===== src/rtl/acc_frame.sv =====
// acc_frame: frame accumulator summing FRAME_LEN operands per result; define ACC_FRAME_SATURATE_EN to saturate instead of wrap
module acc_frame #(
  parameter int WIDTH = 8,
  parameter int FRAME_LEN = 4
) (
  input  logic             clk,
  input  logic             rst,
  input  logic             clear,
  input  logic             in_valid,
  output logic             in_ready,
  input  logic [WIDTH-1:0] in_data,
  output logic             out_valid,
  input  logic             out_ready,
  output logic [WIDTH-1:0] out_sum,
  output logic             out_cout,
  output logic [7:0]       out_count
);
  typedef enum logic [1:0] {IDLE, ACCUM, HOLD} state_t;
  localparam logic [7:0] FL = 8'(FRAME_LEN);
  state_t state_q, state_d;
  logic [WIDTH-1:0] acc_q, acc_d;
  logic cout_q, cout_d;
  logic [7:0] count_q, count_d;
  logic [WIDTH:0] sum;
  logic in_xfer, out_xfer;
  assign in_ready  = state_q != HOLD;
  assign out_valid = state_q == HOLD;
  assign out_sum   = acc_q;
  assign out_cout  = cout_q;
  assign out_count = count_q;
  // next state and datapath; clear wins over any handshake
  always_comb begin
    state_d  = state_q;
    acc_d    = acc_q;
    cout_d   = cout_q;
    count_d  = count_q;
    sum      = {1'b0, acc_q} + {1'b0, in_data};
    in_xfer  = in_valid && in_ready;
    out_xfer = out_valid && out_ready;
    if (clear) begin
      state_d = IDLE;
      acc_d   = '0;
      cout_d  = 1'b0;
      count_d = '0;
    end else begin
      case (state_q)
        IDLE: if (in_xfer) begin
          acc_d   = in_data;
          cout_d  = 1'b0;
          count_d = 8'd1;
          state_d = (FL == 8'd1) ? HOLD : ACCUM;
        end
        ACCUM: if (in_xfer) begin
`ifdef ACC_FRAME_SATURATE_EN
          acc_d = sum[WIDTH] ? '1 : sum[WIDTH-1:0];
`else
          acc_d = sum[WIDTH-1:0];
`endif
          cout_d  = cout_q | sum[WIDTH];
          count_d = count_q + 8'd1;
          state_d = (count_q + 8'd1 == FL) ? HOLD : ACCUM;
        end
        HOLD: if (out_xfer) begin
          state_d = IDLE;
          acc_d   = '0;
          cout_d  = 1'b0;
          count_d = '0;
        end
        default: state_d = IDLE;
      endcase
    end
  end
  // state registers with synchronous active-low reset
  always_ff @(posedge clk) begin
    if (!rst) begin
      state_q <= IDLE;
      acc_q   <= '0;
      cout_q  <= 1'b0;
      count_q <= '0;
    end else begin
      state_q <= state_d;
      acc_q   <= acc_d;
      cout_q  <= cout_d;
      count_q <= count_d;
    end
  end
endmodule


===== config.mk =====
export PLATFORM = sky130hd
export DESIGN_NAME = acc_frame
export DESIGN_NICKNAME = d
export VERILOG_FILES = /design/src/rtl/acc_frame.sv
export SDC_FILE = /design/constraint.sdc
export NUM_CORES = 1
export LEC_CHECK = 0
export CAP_MARGIN = 20
export CORE_MARGIN = 4
export CORE_UTILIZATION = 45
export DETAILED_ROUTE_END_ITERATION = 7
export GPL_ROUTABILITY_DRIVEN = 0
export PLACE_DENSITY = 0.81
export SYNTH_ARGS = -nofsm -noshare
export SYNTH_HDL_FRONTEND = slang
export SYNTH_SLANG_ARGS = --single-unit

===== constraint.sdc =====
create_clock -name clk -period 2.45 [get_ports clk]
set_input_delay 0.49 -clock clk [delete_from_list [all_inputs] [get_ports clk]]
set_output_delay 0.49 -clock clk [all_outputs]
set_load 0.03 [all_outputs]

==> flow_summary.json, run 1 <==
{
  "port_buffers": 31,
  "setup.worst_path.class": "reg -> out",
  "antenna_found_initial": 0,
  "grt.overflow.total": 0,
  "yosysWarnings": 0,
  "routedWlPerCell_um": 15.24,
  "synth_flop_cell": "dfxtp_1",
  "hp-class": "reg -> reg",
  "hold_buffers": 0,
  "route.detailed.drc": 0,
  "p_leak_nw": 0.7032,
  "clock_path_buffers": 2,
  "critPathCaptureType": "output port",
  "cts_sinks": 19,
  "finalSetupViolCount": 0,
  "ant_nets": 0,
  "grt_max_degree": 14,
  "core_mm2": 0.002805,
  "hold_ws_ns": 0.5047,
  "fillers": 244,
  "worstSetupStartpointType": "flop",
  "syn_avg_cell_area_um2": 8.396,
  "cts_root_buffer": "clkbuf_4",
  "synth_nets": 185,
  "timing.final.crit_share_pct": 94.03,
  "nets": 225,
  "num_vias": 1346,
  "finalSetupTns_ns": 0,
  "clk_latency_ns": 0.29,
  "synth_top_area_share_pct": 28.49,
  "status": "finished, final reports clean",
  "yosysSeqAreaShare_pct": 28.49,
  "die-area_mm2": 0.003902,
  "cts_tree": "done",
  "grt_pass1_wl_um": 5961,
  "drt-pass1-iter-count": 4,
  "layout_common_cells": "30 x clkdlybuf4s50_1, 19 x dfxtp_1, 16 x nor2_1, 15 x o21ai_0, 14 x a21oi_1",
  "ys_ff_latch": 19,
  "io_pins": 32,
  "final-seq-area_um2": 380.4,
  "rsz0062_at_grt": "no",
  "async_flop_share_pct": 0,
  "fmax_mhz": 434.1,
  "multiInputGateArea_um2": 894.6,
  "htreeDepth": 1,
  "required_ns": 1.96,
  "viasPerCell": 5.878,
  "first_global_vias": 1370,
  "clkSlewWorstSetupHoldPaths_ns": 0.12,
  "synth_edf_count": 0,
  "synth_area_leaders": "dfxtp_1 28%, ha_1 11%, o21ai_0 5.6%, a21oi_1 5.2%, nor2_1 4.5%",
  "slew_violations": 0,
  "drive_gt1_share_pct": 12.12,
  "path_max_fanout": 6,
  "dp_hpwl_um": 2625,
  "maxSlewHeadroom_pct": 60.70,
  "grt_usage_pct": 18.18,
  "placementRows": 19,
  "start_util_pct": 47.59,
  "power_density_mw_per_mm2": 384.7,
  "netlist_area_mm2": 0.001335,
  "wirelength_um": 3490,
  "syn_inst": 159,
  "hold_viol_final": 0,
  "chipHeight_um": 62.47,
  "maxCapViolations": 0,
  "worstMarginPinSlew_ns": 0.5895,
  "peakVddDrop_mv": 0.2401,
  "die_w_um": 62.47,
  "layout_commonest_cell": "clkdlybuf4s50_1",
  "drt_iter0_drc": 48,
  "synth_top_cell_by_area": "dfxtp_1",
  "cp.arrival_ns": 1.81,
  "num_antenna_cells": 0,
  "cts_inserted_buffers": 3,
  "clock_skew_ns": 0.009512,
  "area.growth.synth_to_final_pct": 31.68,
  "synth_cell_types": 44,
  "fin_crit_ns": 2.304
}
[what timing repair did]
item,4_1_cts,5_1_grt
endpoints found under the setup margin,1,2
pin swaps,0,6
gates resized for setup,2,3
setup buffers,0,3
[sequential cells by signal, summed over array words and instances (netlist names)]
register and flops:
out_cout 1, state_q 2, out_count 8, out_sum 8
[area by class of cell]
| class | count | area share (%) |
|---|---|---|
| repair buffers | 42 | 22.49 |
| clock buffers | 4 | 1.495 |
| inverters | 6 | 1.281 |
| flip-flops and latches | 19 | 21.64 |
| multi-input cells | 127 | 50.89 |
| well taps | 31 | 2.206 |
[critical path, cell delays in order (launching register included)]
cell and delay, ns:
dfxtp_1 0.37, inv_1 0.07, ha_1 0.28, inv_1 0.12
clkdlybuf4s50_1 0.68
[report_power, final]
group          total, mW  internal (mW)  leakage (nW)  switching, mW
logic              0.191         0.0923         0.534         0.0986
registers          0.324          0.317         0.154        0.00722
clock network      0.161         0.0632        0.0150         0.0979
total              0.676          0.473         0.703          0.204
[stage by stage]
stage / total power [mW] / cell area (um2) / cells / util, % / worst slack (ns)
3_3_place_gp: 0.5088 / 1695 / 222 / 60.44 / -0.2353
6_report: 0.6763 / 1758 / 229 / 62.67 / 0.1463
4_1_cts: 0.6799 / 1728 / 226 / 61.60 / 0.006383
2_1_floorplan: 0.4495 / 1335 / 159 / - / 0.3077
5_1_grt: 0.7154 / 1758 / 229 / 62.67 / 0.05226
3_5_place_dp: 0.5158 / 1695 / 222 / 60.44 / -0.4362
[routing by layer]
layer / wire, um / vias to the layer above / track usage, %
met5: 0 / - / 0
met2: 1776 / 30 / 32.22
met3: 123 / 8 / 3.777
met4: 61 / 0 / 7.438
li1: - / 668 / -
met1: 1528 / 640 / 21.09
[logic make-up after synthesis]
logic type | after synthesis | share of synthesized area [%]
flip-flops | 19 | 28.49
multiplexers | 3 | 2.343
AO/OA/AOI/OAI | 54 | 27.46
XOR/XNOR | 4 | 2.625
buffers and inverters | 13 | 5.341
AND/OR/NAND/NOR | 53 | 20.99
adder cells (fa/ha/maj) | 13 | 12.75
[worst paths after layout]
kind                             start  cells past startpoint  slack [ns]                   endpoint
max            state_q[0]$_SDFFE_PP0P_                      4        0.15                   in_ready
max reg2reg    out_sum[0]$_SDFFE_PP0P_                      7        0.36      out_cout$_SDFFE_PP0P_
min          out_count[0]$_SDFFE_PP0P_                      2        0.50  out_count[0]$_SDFFE_PP0P_
min reg2reg  out_count[0]$_SDFFE_PP0P_                      2        0.50  out_count[0]$_SDFFE_PP0P_
[synth_stat cells, drive strengths merged, types with 4 or more instances]
library cell,n
a31oi,4
ha,12
buf,6
nand2,8
nand3b,5
a221oi,6
nor2,16
and3,4
o21ai,15
a21oi,14
nand3,4
dfxtp,19
inv,6
nor2b,4
No activity file was read; power rests on OpenSTA's default activity.
==> run 2, diff against run 1 <==
SETUP_SLACK_MARGIN = 0.1   (was default)
TNS_END_PERCENT = 30   (was default)
==> flow_summary.json, run 2 (synthesis gave the netlist of run 1 again) <==
{
  "timing.final.crit_share_pct": 92.12,
  "grt_usage_pct": 18.40,
  "hold_viol_final": 0,
  "drt_iter0_drc": 36,
  "min_to": "out_count[0]$_SDFFE_PP0P_",
  "drive_gt1_share_pct": 11.68,
  "fillers": 243,
  "htreeDepth": 1,
  "setup.worst_path.class": "in -> reg",
  "finalSetupViolCount": 0,
  "cts_inserted_buffers": 3,
  "die-area_mm2": 0.003902,
  "worstMarginPinSlew_ns": 0.5793,
  "crit_path_cell_trace": "clkdlybuf4s50_1, fa_2, a21o_1, a221oi_2, nor2_1, a2111oi_2, nor3_1",
  "maxSlewHeadroom_pct": 61.38,
  "required_ns": 2.61,
  "viasPerCell": 5.895,
  "reg2reg_to": "out_cout$_SDFFE_PP0P_",
  "grt_max_degree": 14,
  "clk_latency_ns": 0.29,
  "grt_pass1_wl_um": 6023,
  "first_global_vias": 1417,
  "dp.cells": 222,
  "area.growth.synth_to_final_pct": 31.02,
  "rsz0062_at_grt": "yes",
  "route.detailed.drc": 0,
  "cts_root_buffer": "clkbuf_4",
  "rr_worst_depth": 7,
  "port_buffers": 31,
  "worstSetupStartpointType": "input pin",
  "io_pins": 32,
  "maxCapViolations": 0,
  "drt-pass1-iter-count": 4,
  "path_max_fanout": 2,
  "start_util_pct": 47.59,
  "peakVddDrop_mv": 0.2394,
  "fin_crit_ns": 2.257,
  "layout_common_cells": "29 x clkdlybuf4s50_1, 19 x dfxtp_1, 16 x nor2_1, 15 x o21ai_0, 14 x a21oi_1",
  "hold_ws_ns": 0.5047,
  "crit_slowest_cell": "clkdlybuf4s50_1",
  "p_leak_nw": 0.6897,
  "critPathMaxStageDelay_ns": 0.46,
  "finalSetupTns_ns": 0,
  "hp-class": "reg -> reg",
  "fmax_mhz": 443.1,
  "power_density_mw_per_mm2": 385.9,
  "cp.arrival_ns": 2.42,
  "placementRows": 19,
  "clock_skew_ns": 0.008469,
  "cts_sinks": 19,
  "final_cells": 228,
  "wirelength_um": 3487,
  "ant_nets": 0,
  "nets": 224,
  "grt.overflow.total": 0,
  "core_mm2": 0.002805,
  "slew_violations": 0,
  "worstReg2RegStart": "out_sum[0]$_SDFFE_PP0P_",
  "rrSetupSlack_ns": 0.38,
  "final_core_util_pct": 62.36,
  "chipHeight_um": 62.47,
  "layout_commonest_cell": "clkdlybuf4s50_1",
  "cts_tree": "done",
  "routedWlPerCell_um": 15.29,
  "die_w_um": 62.47,
  "min_from": "out_count[0]$_SDFFE_PP0P_",
  "antenna_found_initial": 0,
  "status": "finished, final reports clean",
  "holdPathStages": 2,
  "num_antenna_cells": 0,
  "startpoint": "in_data[1]",
  "critPathCaptureType": "flop",
  "clock_path_buffers": 2,
  "clkSlewWorstSetupHoldPaths_ns": 0.12,
  "num_vias": 1344,
  "dp_hpwl_um": 2625
}
[run 2: cell count changes in the layout (fill, tap and decap cells not counted), sizes merged]
cell	delta
buf	-1
clkdlybuf4s50	-1
dlygate4sd2	+1
[run 2: through the flow]
| step | area (um2) | setup slack (ns) | power, mW |
|---|---|---|---|
| 6_report | 1749 | 0.1931 | 0.6750 |
| 5_1_grt | 1749 | 0.08957 | 0.7146 |
| 4_1_cts | 1747 | 0.1491 | 0.6814 |
| 3_5_place_dp | 1695 | -0.4362 | 0.5158 |
| 3_3_place_gp | 1695 | -0.2353 | 0.5088 |
| 2_1_floorplan | 1335 | 0.3077 | 0.4495 |
[run 2: how the worst max path moves through the flow]
stage / endpoint / slack, ns / depth (start not counted)
final: out_cout$_SDFFE_PP0P_ / 0.19 / 7
after CTS: in_ready / 0.15 / 4
after floorplan: out_cout$_SDFFE_PP0P_ / 0.31 / 7
after global routing: out_cout$_SDFFE_PP0P_ / 0.09 / 7
after detailed placement: out_cout$_SDFFE_PP0P_ / -0.44 / 8
after global placement: out_cout$_SDFFE_PP0P_ / -0.24 / 8
[run 2: worst max-delay path: cells and delay by family]
kind                       cells  cell delay (ns)
AOI/OAI and AO/OA              3             0.86
buffers and inverters          1             0.46
and+or+nand+nor                2             0.19
adders and majority gates      1             0.43
[run 2: timing repair]
item | in CTS | in global routing
resized for setup | 5 | 1
endpoints found under the setup margin | 2 | 2
setup buffers | 2 | 0
pin swaps | 6 | 0
hold buffers | 0 | 0
[run 2: report_power, final]
| part | internal, mW | switching [mW] | leakage (nW) | total, mW |
|---|---|---|---|---|
| combinational | 0.0915 | 0.0985 | 0.520 | 0.190 |
| sequential | 0.317 | 0.00722 | 0.154 | 0.324 |
| clock | 0.0632 | 0.0975 | 0.0150 | 0.161 |
| total | 0.472 | 0.203 | 0.690 | 0.675 |
[run 2: metal layers]
layer	track usage [%]	share of wire, %
met2	32.62	51
met3	3.597	4.0
met4	8.815	1.7
met1	20.98	43
met5	0	0
[run 2: layout make-up]
class / instances / area, um2 / area share, %
multi-input cells: 127 / 894.6 / 51.14
repair buffers: 41 / 386.6 / 22.10
flip-flops and latches: 19 / 380.4 / 21.75
well taps: 31 / 38.79 / 2.217
clock buffers: 4 / 26.28 / 1.502
inverters: 6 / 22.52 / 1.288
==> run 3, diff against run 2 <==
ABC_CLOCK_PERIOD_IN_PS = 2450   (was default)
==> results of run 3 <==
Final layout, timing and power as in run 2 (identical DEF).
